[config.mk]
export PLATFORM = sky130hd
export DESIGN_NAME = uart_rx_sampler_flat
export DESIGN_NICKNAME = d
export VERILOG_FILES = /design/src/rtl/uart_rx_pkg.sv /design/src/rtl/uart_rx_sampler_if.sv /design/src/rtl/rx_edge_bit_counter.sv /design/src/rtl/uart_rx_sampler.sv /design/src/flat_wrapper.sv
export SDC_FILE = /design/constraint.sdc
export NUM_CORES = 1
export LEC_CHECK = 0
export CELL_PAD_IN_SITES_DETAIL_PLACEMENT = 1
export CELL_PAD_IN_SITES_GLOBAL_PLACEMENT = 2
export CORE_MARGIN = 1
export CORE_UTILIZATION = 33
export DETAILED_ROUTE_END_ITERATION = 10
export MAX_ROUTING_LAYER = met4
export PLACE_DENSITY_LB_ADDON = 0.1
export SLEW_MARGIN = 20
export SYNTH_ARGS = -nofsm -noshare
export SYNTH_HDL_FRONTEND = slang
export SYNTH_HIERARCHICAL = 1
export SYNTH_SLANG_ARGS = --single-unit
[constraint.sdc]
create_clock -name CLK -period 3.2 [get_ports CLK]
set_input_delay 0.64 -clock CLK [delete_from_list [all_inputs] [get_ports CLK]]
set_output_delay 0.64 -clock CLK [all_outputs]
set_load 0.01 [all_outputs]
[src/rtl/uart_rx_pkg.sv]
// Shared widths, supported prescale values and helpers for the UART RX oversampling front end.
package uart_rx_pkg;

    localparam int unsigned PRESCALE_W    = 6;
    localparam int unsigned BIT_CNT_W     = 4;
    localparam int unsigned CALC_W        = PRESCALE_W + 1;
    localparam int unsigned SAMPLE_OFFSET = 1;

    localparam logic [PRESCALE_W-1:0] PSC_8  = PRESCALE_W'(8);
    localparam logic [PRESCALE_W-1:0] PSC_16 = PRESCALE_W'(16);
    localparam logic [PRESCALE_W-1:0] PSC_32 = PRESCALE_W'(32);

    localparam logic [BIT_CNT_W-1:0] BIT_CNT_MAX = BIT_CNT_W'(15);

    // Two-of-three vote across the samples taken around mid-bit.
    function automatic logic maj3(input logic a, input logic b, input logic c);
        return (a & b) | (a & c) | (b & c);
    endfunction

endpackage

[src/rtl/uart_rx_sampler_if.sv]
// Bundle between the RX control FSM / pin path and the oversampling front end.
interface uart_rx_sampler_if
    import uart_rx_pkg::*;
();

    logic                  RX_IN;
    logic                  enable;
    logic                  data_samp_en;
    logic [PRESCALE_W-1:0] PRESCALE;
    logic [PRESCALE_W-1:0] edge_cnt;
    logic [BIT_CNT_W-1:0]  bit_cnt;
    logic                  sampled_bit;
    logic                  sample_done;
    logic                  strt_glitch;

    modport slave (
        input  RX_IN, enable, data_samp_en, PRESCALE,
        output edge_cnt, bit_cnt, sampled_bit, sample_done, strt_glitch
    );

    modport master (
        output RX_IN, enable, data_samp_en, PRESCALE,
        input  edge_cnt, bit_cnt, sampled_bit, sample_done, strt_glitch
    );

endinterface

[src/rtl/rx_edge_bit_counter.sv]
// Edge/bit counters pacing the RX controller, with a per-frame latch of the oversampling ratio.
module rx_edge_bit_counter
    import uart_rx_pkg::*;
(
    input  logic                  CLK,
    input  logic                  RST,
    input  logic                  i_enable,
    input  logic [PRESCALE_W-1:0] i_prescale,
    output logic [PRESCALE_W-1:0] o_edge_cnt,
    output logic [BIT_CNT_W-1:0]  o_bit_cnt,
    output logic [PRESCALE_W-1:0] o_psc
);

    logic [PRESCALE_W-1:0] r_edge_cnt;
    logic [BIT_CNT_W-1:0]  r_bit_cnt;
    logic [PRESCALE_W-1:0] r_psc;
    logic [PRESCALE_W-1:0] w_psc;
    logic                  w_frame_start;

    // While idle the live PRESCALE governs; once counting, only the latched copy does.
    assign w_frame_start = (r_edge_cnt == '0);
    assign w_psc         = w_frame_start ? i_prescale : r_psc;

    always_ff @(posedge CLK or negedge RST) begin
        if (!RST) begin
            r_edge_cnt <= '0;
            r_bit_cnt  <= '0;
            r_psc      <= '0;
        end else if (!i_enable) begin
            r_edge_cnt <= '0;
            r_bit_cnt  <= '0;
        end else begin
            if (w_frame_start) begin
                r_psc <= i_prescale;
            end
            if (r_edge_cnt == w_psc) begin
                r_edge_cnt <= PRESCALE_W'(1);
                if (r_bit_cnt != BIT_CNT_MAX) begin
                    r_bit_cnt <= r_bit_cnt + BIT_CNT_W'(1);
                end
            end else begin
                r_edge_cnt <= r_edge_cnt + PRESCALE_W'(1);
            end
        end
    end

    assign o_edge_cnt = r_edge_cnt;
    assign o_bit_cnt  = r_bit_cnt;
    assign o_psc      = r_psc;

endmodule

[src/rtl/uart_rx_sampler.sv]
// UART RX oversampling front end: three samples around mid-bit, majority vote, false-start flag.
module uart_rx_sampler
    import uart_rx_pkg::*;
(
    input  logic              CLK,
    input  logic              RST,
    uart_rx_sampler_if.slave  bus
);

    logic [PRESCALE_W-1:0] w_edge_cnt;
    logic [BIT_CNT_W-1:0]  w_bit_cnt;
    logic [PRESCALE_W-1:0] w_psc;

    logic [CALC_W-1:0] w_edge_ext;
    logic [CALC_W-1:0] w_mid;
    logic [CALC_W-1:0] w_lo;
    logic [CALC_W-1:0] w_hi;
    logic              w_active;
    logic              w_vote;

    logic r_s0;
    logic r_s1;
    logic r_sampled_bit;
    logic r_sample_done;
    logic r_strt_glitch;

    rx_edge_bit_counter u_counter (
        .CLK        (CLK),
        .RST        (RST),
        .i_enable   (bus.enable),
        .i_prescale (bus.PRESCALE),
        .o_edge_cnt (w_edge_cnt),
        .o_bit_cnt  (w_bit_cnt),
        .o_psc      (w_psc)
    );

    // Window math is one bit wider so MID+1 cannot wrap at the largest ratio.
    assign w_edge_ext = CALC_W'(w_edge_cnt);
    assign w_mid      = CALC_W'(w_psc) >> 1;
    assign w_lo       = w_mid - CALC_W'(SAMPLE_OFFSET);
    assign w_hi       = w_mid + CALC_W'(SAMPLE_OFFSET);
    assign w_active   = bus.enable && bus.data_samp_en && (w_edge_cnt != '0);
    assign w_vote     = maj3(r_s0, r_s1, bus.RX_IN);

    always_ff @(posedge CLK or negedge RST) begin
        if (!RST) begin
            r_s0          <= 1'b0;
            r_s1          <= 1'b0;
            r_sampled_bit <= 1'b1;
            r_sample_done <= 1'b0;
            r_strt_glitch <= 1'b0;
        end else begin
            r_sample_done <= 1'b0;
            r_strt_glitch <= 1'b0;
            if (!bus.enable) begin
                r_s0 <= 1'b0;
                r_s1 <= 1'b0;
            end else if (w_active) begin
                if (w_edge_ext == w_lo) begin
                    r_s0 <= bus.RX_IN;
                end
                if (w_edge_ext == w_mid) begin
                    r_s1 <= bus.RX_IN;
                end
                if (w_edge_ext == w_hi) begin
                    r_sampled_bit <= w_vote;
                    r_sample_done <= 1'b1;
                    r_strt_glitch <= (w_bit_cnt == '0) && w_vote;
                end
            end
        end
    end

    assign bus.edge_cnt    = w_edge_cnt;
    assign bus.bit_cnt     = w_bit_cnt;
    assign bus.sampled_bit = r_sampled_bit;
    assign bus.sample_done = r_sample_done;
    assign bus.strt_glitch = r_strt_glitch;

endmodule

[src/flat_wrapper.sv]
// flat-port wrapper written by rule: the top's interface ports become plain ports
module uart_rx_sampler_flat import uart_rx_pkg::*;
  (CLK, RST, bus_RX_IN, bus_enable, bus_data_samp_en, bus_PRESCALE, bus_edge_cnt, bus_bit_cnt, bus_sampled_bit, bus_sample_done, bus_strt_glitch);
  uart_rx_sampler_if bus_i ();
  input  logic CLK;
  input  logic RST;
  input wire logic [$bits(bus_i.RX_IN)-1:0] bus_RX_IN;
  input wire logic [$bits(bus_i.enable)-1:0] bus_enable;
  input wire logic [$bits(bus_i.data_samp_en)-1:0] bus_data_samp_en;
  input wire logic [$bits(bus_i.PRESCALE)-1:0] bus_PRESCALE;
  output wire logic [$bits(bus_i.edge_cnt)-1:0] bus_edge_cnt;
  output wire logic [$bits(bus_i.bit_cnt)-1:0] bus_bit_cnt;
  output wire logic [$bits(bus_i.sampled_bit)-1:0] bus_sampled_bit;
  output wire logic [$bits(bus_i.sample_done)-1:0] bus_sample_done;
  output wire logic [$bits(bus_i.strt_glitch)-1:0] bus_strt_glitch;
  assign bus_i.RX_IN = bus_RX_IN;
  assign bus_i.enable = bus_enable;
  assign bus_i.data_samp_en = bus_data_samp_en;
  assign bus_i.PRESCALE = bus_PRESCALE;
  assign bus_edge_cnt = bus_i.edge_cnt;
  assign bus_bit_cnt = bus_i.bit_cnt;
  assign bus_sampled_bit = bus_i.sampled_bit;
  assign bus_sample_done = bus_i.sample_done;
  assign bus_strt_glitch = bus_i.strt_glitch;
  uart_rx_sampler u_core (.CLK(CLK), .RST(RST), .bus(bus_i));
endmodule
# --- Word level (Yosys, flattened, before mapping) ---
# Index checks and enable logic that the tools add are counted.
op_classes:
  muxes: 18
  eq_ne: 10
  n_reduce_logical: 10
  add_sub_neg: 4
  n_bitwise: 5
op_table:
  columns: ["cell", "n"]
  rows:
  - ["$mux 6", 3]
  - ["$eq 6x7->1", 2]
  - ["$mux 1", 12]
  - ["$mux 4", 3]
  - ["$ne 2x1->1 const B", 5]
  - ["$add 5x1->6 const B", 1]
  - ["$add 6x1->6 const B", 1]
  - ["$eq 6x5->1", 1]
  - ["$eq 6x6->1", 1]
  - ["$logic_not 6->1", 1]
  - ["$reduce_and 2->1", 3]
  - ["$reduce_bool 6->1", 1]
  - ["$sub 5x1->6 const B", 1]
  - ["$add 4x1->4 const B", 1]
  - ["$logic_not 4->1", 1]
  - ["$ne 4x4->1 const B", 1]
  - ["$and 1x1->1", 3]
  - ["$logic_and 1x1->1", 3]
  - ["$reduce_and 3->1", 1]
  - ["$or 1x1->1", 2]
totals:
  in_bits: 11
  regBits: 21
  out_inout_bits: 13

# --- Longest topological paths before layout ---
logic_depth:
  word_depth: 7
  mapped_depth: 8
  depth_no_buf: 8

# --- Hierarchy ---
# Netlist, hierarchy kept.
modules_own_cells:
  columns: ["mod", "area_per_inst_um2", "cells_per_inst", "seq_area_each_um2", "n_inst"]
  rows:
  - ["rx_edge_bit_counter", 984.7, 91, 400.4, 1]
  - ["uart_rx_sampler", 528.0, 65, 126.4, 1]

# --- Worst setup path before layout ---
# No wires, ideal clock.
synth_timing:
  path_kind: "reg2reg"
  from: "register u_core.u_counter.r_edge_cnt[0] (netlist: u_core/u_counter/o_edge_cnt[0])"
  to: "register u_core.u_counter.r_bit_cnt[3] (netlist: u_core/u_counter/o_bit_cnt[3])"
  period_less_slack_ns: 2.436
  t_required_ns: 3.074
  n_path_buf: 0
  setup_slack_ns: 0.764
  setup_time_ns: 0.126
  t_arrival_ns: 2.311
  stages_incl_launch_ff: 8
  path_cell_list: "dfrtp_1 -> inv_1 -> ha_1 -> nor3b_2 -> mux2_4 -> a2111oi_4 -> o211ai_4 -> o311a_1"
synth_between:
  elab_chain_len: 5
synth_lines:
  columns: ["item", "line_no", "source"]
  rows:
  - ["from (decl)", "rx_edge_bit_counter.sv:14", "logic [PRESCALE_W-1:0] r_edge_cnt;"]
  - ["from (signal assigned)", "rx_edge_bit_counter.sv:42", "r_edge_cnt <= r_edge_cnt + PRESCALE_W'(1);"]
  - ["$logic_not 6->1", "rx_edge_bit_counter.sv:21", "assign w_frame_start = (r_edge_cnt == '0);"]
  - ["$mux 6", null, null]
  - ["$eq 6x6->1 (*)", "rx_edge_bit_counter.sv:36", "if (r_edge_cnt == w_psc) begin"]
  - ["$ne 2x1->1 (no source line) (*)", null, null]
  - ["$reduce_and 2->1 (no source line) (*)", null, null]
  - ["to (signal assigned)", "rx_edge_bit_counter.sv:39", "r_bit_cnt <= r_bit_cnt + BIT_CNT_W'(1);"]
  - ["to (decl)", "rx_edge_bit_counter.sv:15", "logic [BIT_CNT_W-1:0] r_bit_cnt;"]
# Mark *: on every way between the ends. The rest lies on a longest branch, timed or not.
# A chain may end at the register's enable or synchronous reset.

# --- Worst setup path in the final report ---
layout_timing:
  from: "register u_core.u_counter.r_edge_cnt[0] (netlist: u_core/u_counter/o_edge_cnt[0])"
  to: "register u_core.u_counter.r_bit_cnt[1] (netlist: u_core/u_counter/o_bit_cnt[1])"
# The elaborated chain is that of the path after synthesis.

==> reports/qor.txt <==
hold_buf cts = 0
Worst setup EP type = flip-flop
Num Clock Sinks = 21
worst r2r path cells = 8
CP Cell Sequence = inv_1 > ha_1 > nor3b_2 > mux2_4 > a2111oi_4 > o211ai_4 > a31oi_4 > mux2i_1
Final Slew Violations = 0
fill count = 503
die area = 0.00486 sq mm
top cells by count, synth = 20 x dfrtp_1, 15 x nand2_1, 10 x inv_1, 10 x nor2_1, 10 x xnor2_1
CP endpoint = u_core/u_counter/o_bit_cnt[1]
number of synthesized flops with an enable pin = 0
Rows = 24
Yosys top cell area share = 0.331
ys flop type = dfrtp_1
WL/cell = 17.7 um
# H-tree levels = 1
critical path class = flip-flop to flip-flop
DR vias/cell = 5.57
leakage power = 0.717 nW
first-pass GRT wire length = 6940 um
ranking of synthesized cells by area = dfrtp_1 33%, xnor2_1 5.8%, mux2_2 4.5%
pwr/cell area = 575 mW/mm^2
Worst Max-Slew Pin Slew = 0.539 ns
stages on the worst setup path = 8
Nets = 198
synthesized flop and latch total = 21
clock slew at reported path FFs = 0.09 ns
Die W = 69.7 um
Post-DP HPWL = 3030 um
Die Height = 69.7 um
Clock Path Buffers = 2
placed cell count = 229
worst r2r dst = u_core/u_counter/o_bit_cnt[1]
Synth Area in XOR/XNOR = 0.0860
Yosys warning total = 6
Pre-antenna DRT Iters = 4
Worst Path Buf+Inv = 1
sequential cell area = 527 sq um
reg2reg start = u_core/u_counter/o_edge_cnt[0]
initial antenna violation count = 0
largest family of logic cells by synthesized area = simple AND/OR/NAND/NOR gates
hold_ws = 0.320 ns
Net Count, Synth = 172
crit-path leading delay family = compound AO/OA/AOI/OAI gates
Initial Util = 0.345
Final Wtd Congestion = 0.792
Relative slew margins = 0.641
core box area = 0.00438 sq mm
Worst Path Max Fanout = 8
count of final hold-check violations = 0
CTS tree = done
register-to-register setup slack = 0.47 ns
share of cells above drive strength 1 = 0.127
area taken by multi-input logic gates = 928 sq um
count leader, synth = dfrtp_1
final antenna-violating net count = 0
Cell variety after synth = 51
Total GRT Usage = 0.188
CTS Buf Count = 3
Final Non-Filler Cells = 233
FMAX = 367 MHz
Post-Synth Simple-Gate Area = 0.224
status = finished clean
synth-to-layout area growth = 21.9%
cts repair resizes = 0
VDD IR max = 207 uV
Critical-path top delay cell = dfrtp_1
period utilisation layout = 0.852
Pwr Total = 0.00106 W
drt drc = 0
MaxCap Viol Count = 0
Buffers on Ports = 23
I/O pins = 24
Routed WL = 4120 um
GR Overflow Total = 0
adder-cell share of the synthesized area = 0.0480
startpoint type of the worst setup path = flip-flop
critical path launch point = u_core/u_counter/o_edge_cnt[0]
post-CTS setup buffers = 0
setup ws final = 0.472 ns
cell area after synthesis = 0.00151 sq mm
CP max stage delay = 0.50 ns
RSZ-0062 raised after global routing = no
setup TNS = 0 ns
detailed-route via count = 1297
Root Driver = clkbuf_8
Async S/R FF share, synth = 1.00
n_diodes = 0
fin crit period = 2.73 ns
Hold Path Class = input port to async pin
multiplexer share of the synthesized area = 0.0910
vias in the first global route = 1398
Clk Latency, worst-skew pair = 0.27 ns
Req. time, crit path = 3.39 ns
cells after synthesis = 156
Post-Place Setup Slack = 0.511 ns
DRT iter0 DRCs = 57
final setup vio count = 0
post-synth top area cell = dfrtp_1
Worst EP arrival = 2.92 ns
Worst Skew = 0.00689 ns
Compound-Gate Fraction of Synth Area = 0.165
sequential area share after synthesis = 0.348
syn_area_per_cell = 9.70 sq um
largest net degree at the start of global routing = 22
==> stage by stage <==
stage	util	instance area, sq um
floorplan	-	1510
global placement	0.411	1800
detailed placement	0.411	1800
CTS	0.422	1850
global route	0.421	1840
finish	0.421	1840
==> worst register-to-register path, cell delays in order, from the launching register on <==
cell       delay [ns]
dfrtp_1          0.50
inv_1            0.18
ha_1             0.20
nor3b_2          0.39
mux2_4           0.36
a2111oi_4        0.39
o211ai_4         0.19
a31oi_4          0.22
mux2i_1          0.23
==> sequential cells by signal, indices dropped and copies added (netlist names) <==
signal                       cells
u_core/u_counter/o_edge_cnt      6
u_core/u_counter/o_psc           6
u_core/u_counter/o_bit_cnt       4
u_core/bus.sample_done           1
u_core/bus.sampled_bit           1
u_core/bus.strt_glitch           1
u_core/r_s0                      1
u_core/r_s1                      1
==> placed cells by master (no fill, tap or decap), types with 3 or more instances in the layout <==
cell,netlist,layout
clkdlybuf4s50_1,0,22
dfrtp_1,20,20
nand2_1,15,15
inv_1,10,10
xnor2_1,10,10
nor2_1,10,10
nand2b_1,7,7
nand3_1,6,6
mux2_2,6,6
nor4_1,5,5
ha_1,5,5
a21oi_1,4,4
nor2b_1,4,4
mux2i_1,4,4
clkbuf_8,0,3
a31oi_1,3,3
xor2_1,3,3
==> metal layers <==
layer | track usage | share of wire
met1 | 0.228 | 0.46
met3 | 0.0276 | 0.027
met5 | - | 0
met2 | 0.327 | 0.50
met4 | 0.0489 | 0.014
==> kinds of logic after synthesis <==
logic type	Yosys count
DFF	21
buffers and inverters	14
AOI/OAI and AO/OA	27
muxes	12
xor gates and xnor gates	14
and+or+nand+nor	62
adders and majority gates	6
==> final cells by class <==
type,instances,share of cell area
flip-flops and latches,21,0.286
multi-input cells,121,0.503
inverters,10,0.0204
well taps,52,0.0353
clock inverters,1,0.00271
clock buffers,3,0.0224
repair buffers,25,0.130
==> power breakdown <==
part	switching (W)	leakage, nW	internal (W)
sequential	0.000115	0.273	0.000305
combinational	0.000223	0.418	0.000232
clock	0.0000983	0.0255	0.0000872
total	0.000436	0.717	0.000625
==> how the worst min path moves through the flow <==
stage / start / endpoint / slack [ns] / cells past startpoint
after floorplan: RST / u_core/bus.sample_done / 0.34 / 0
after global placement: u_core/r_s0 / u_core/r_s0 / 0.53 / 2
after detailed placement: u_core/r_s0 / u_core/r_s0 / 0.54 / 2
after CTS: u_core/r_s0 / u_core/r_s0 / 0.56 / 2
after global routing: RST / u_core/r_s0 / 0.36 / 1
final: RST / u_core/r_s0 / 0.32 / 1
Power figures use the tool's default switching activity.
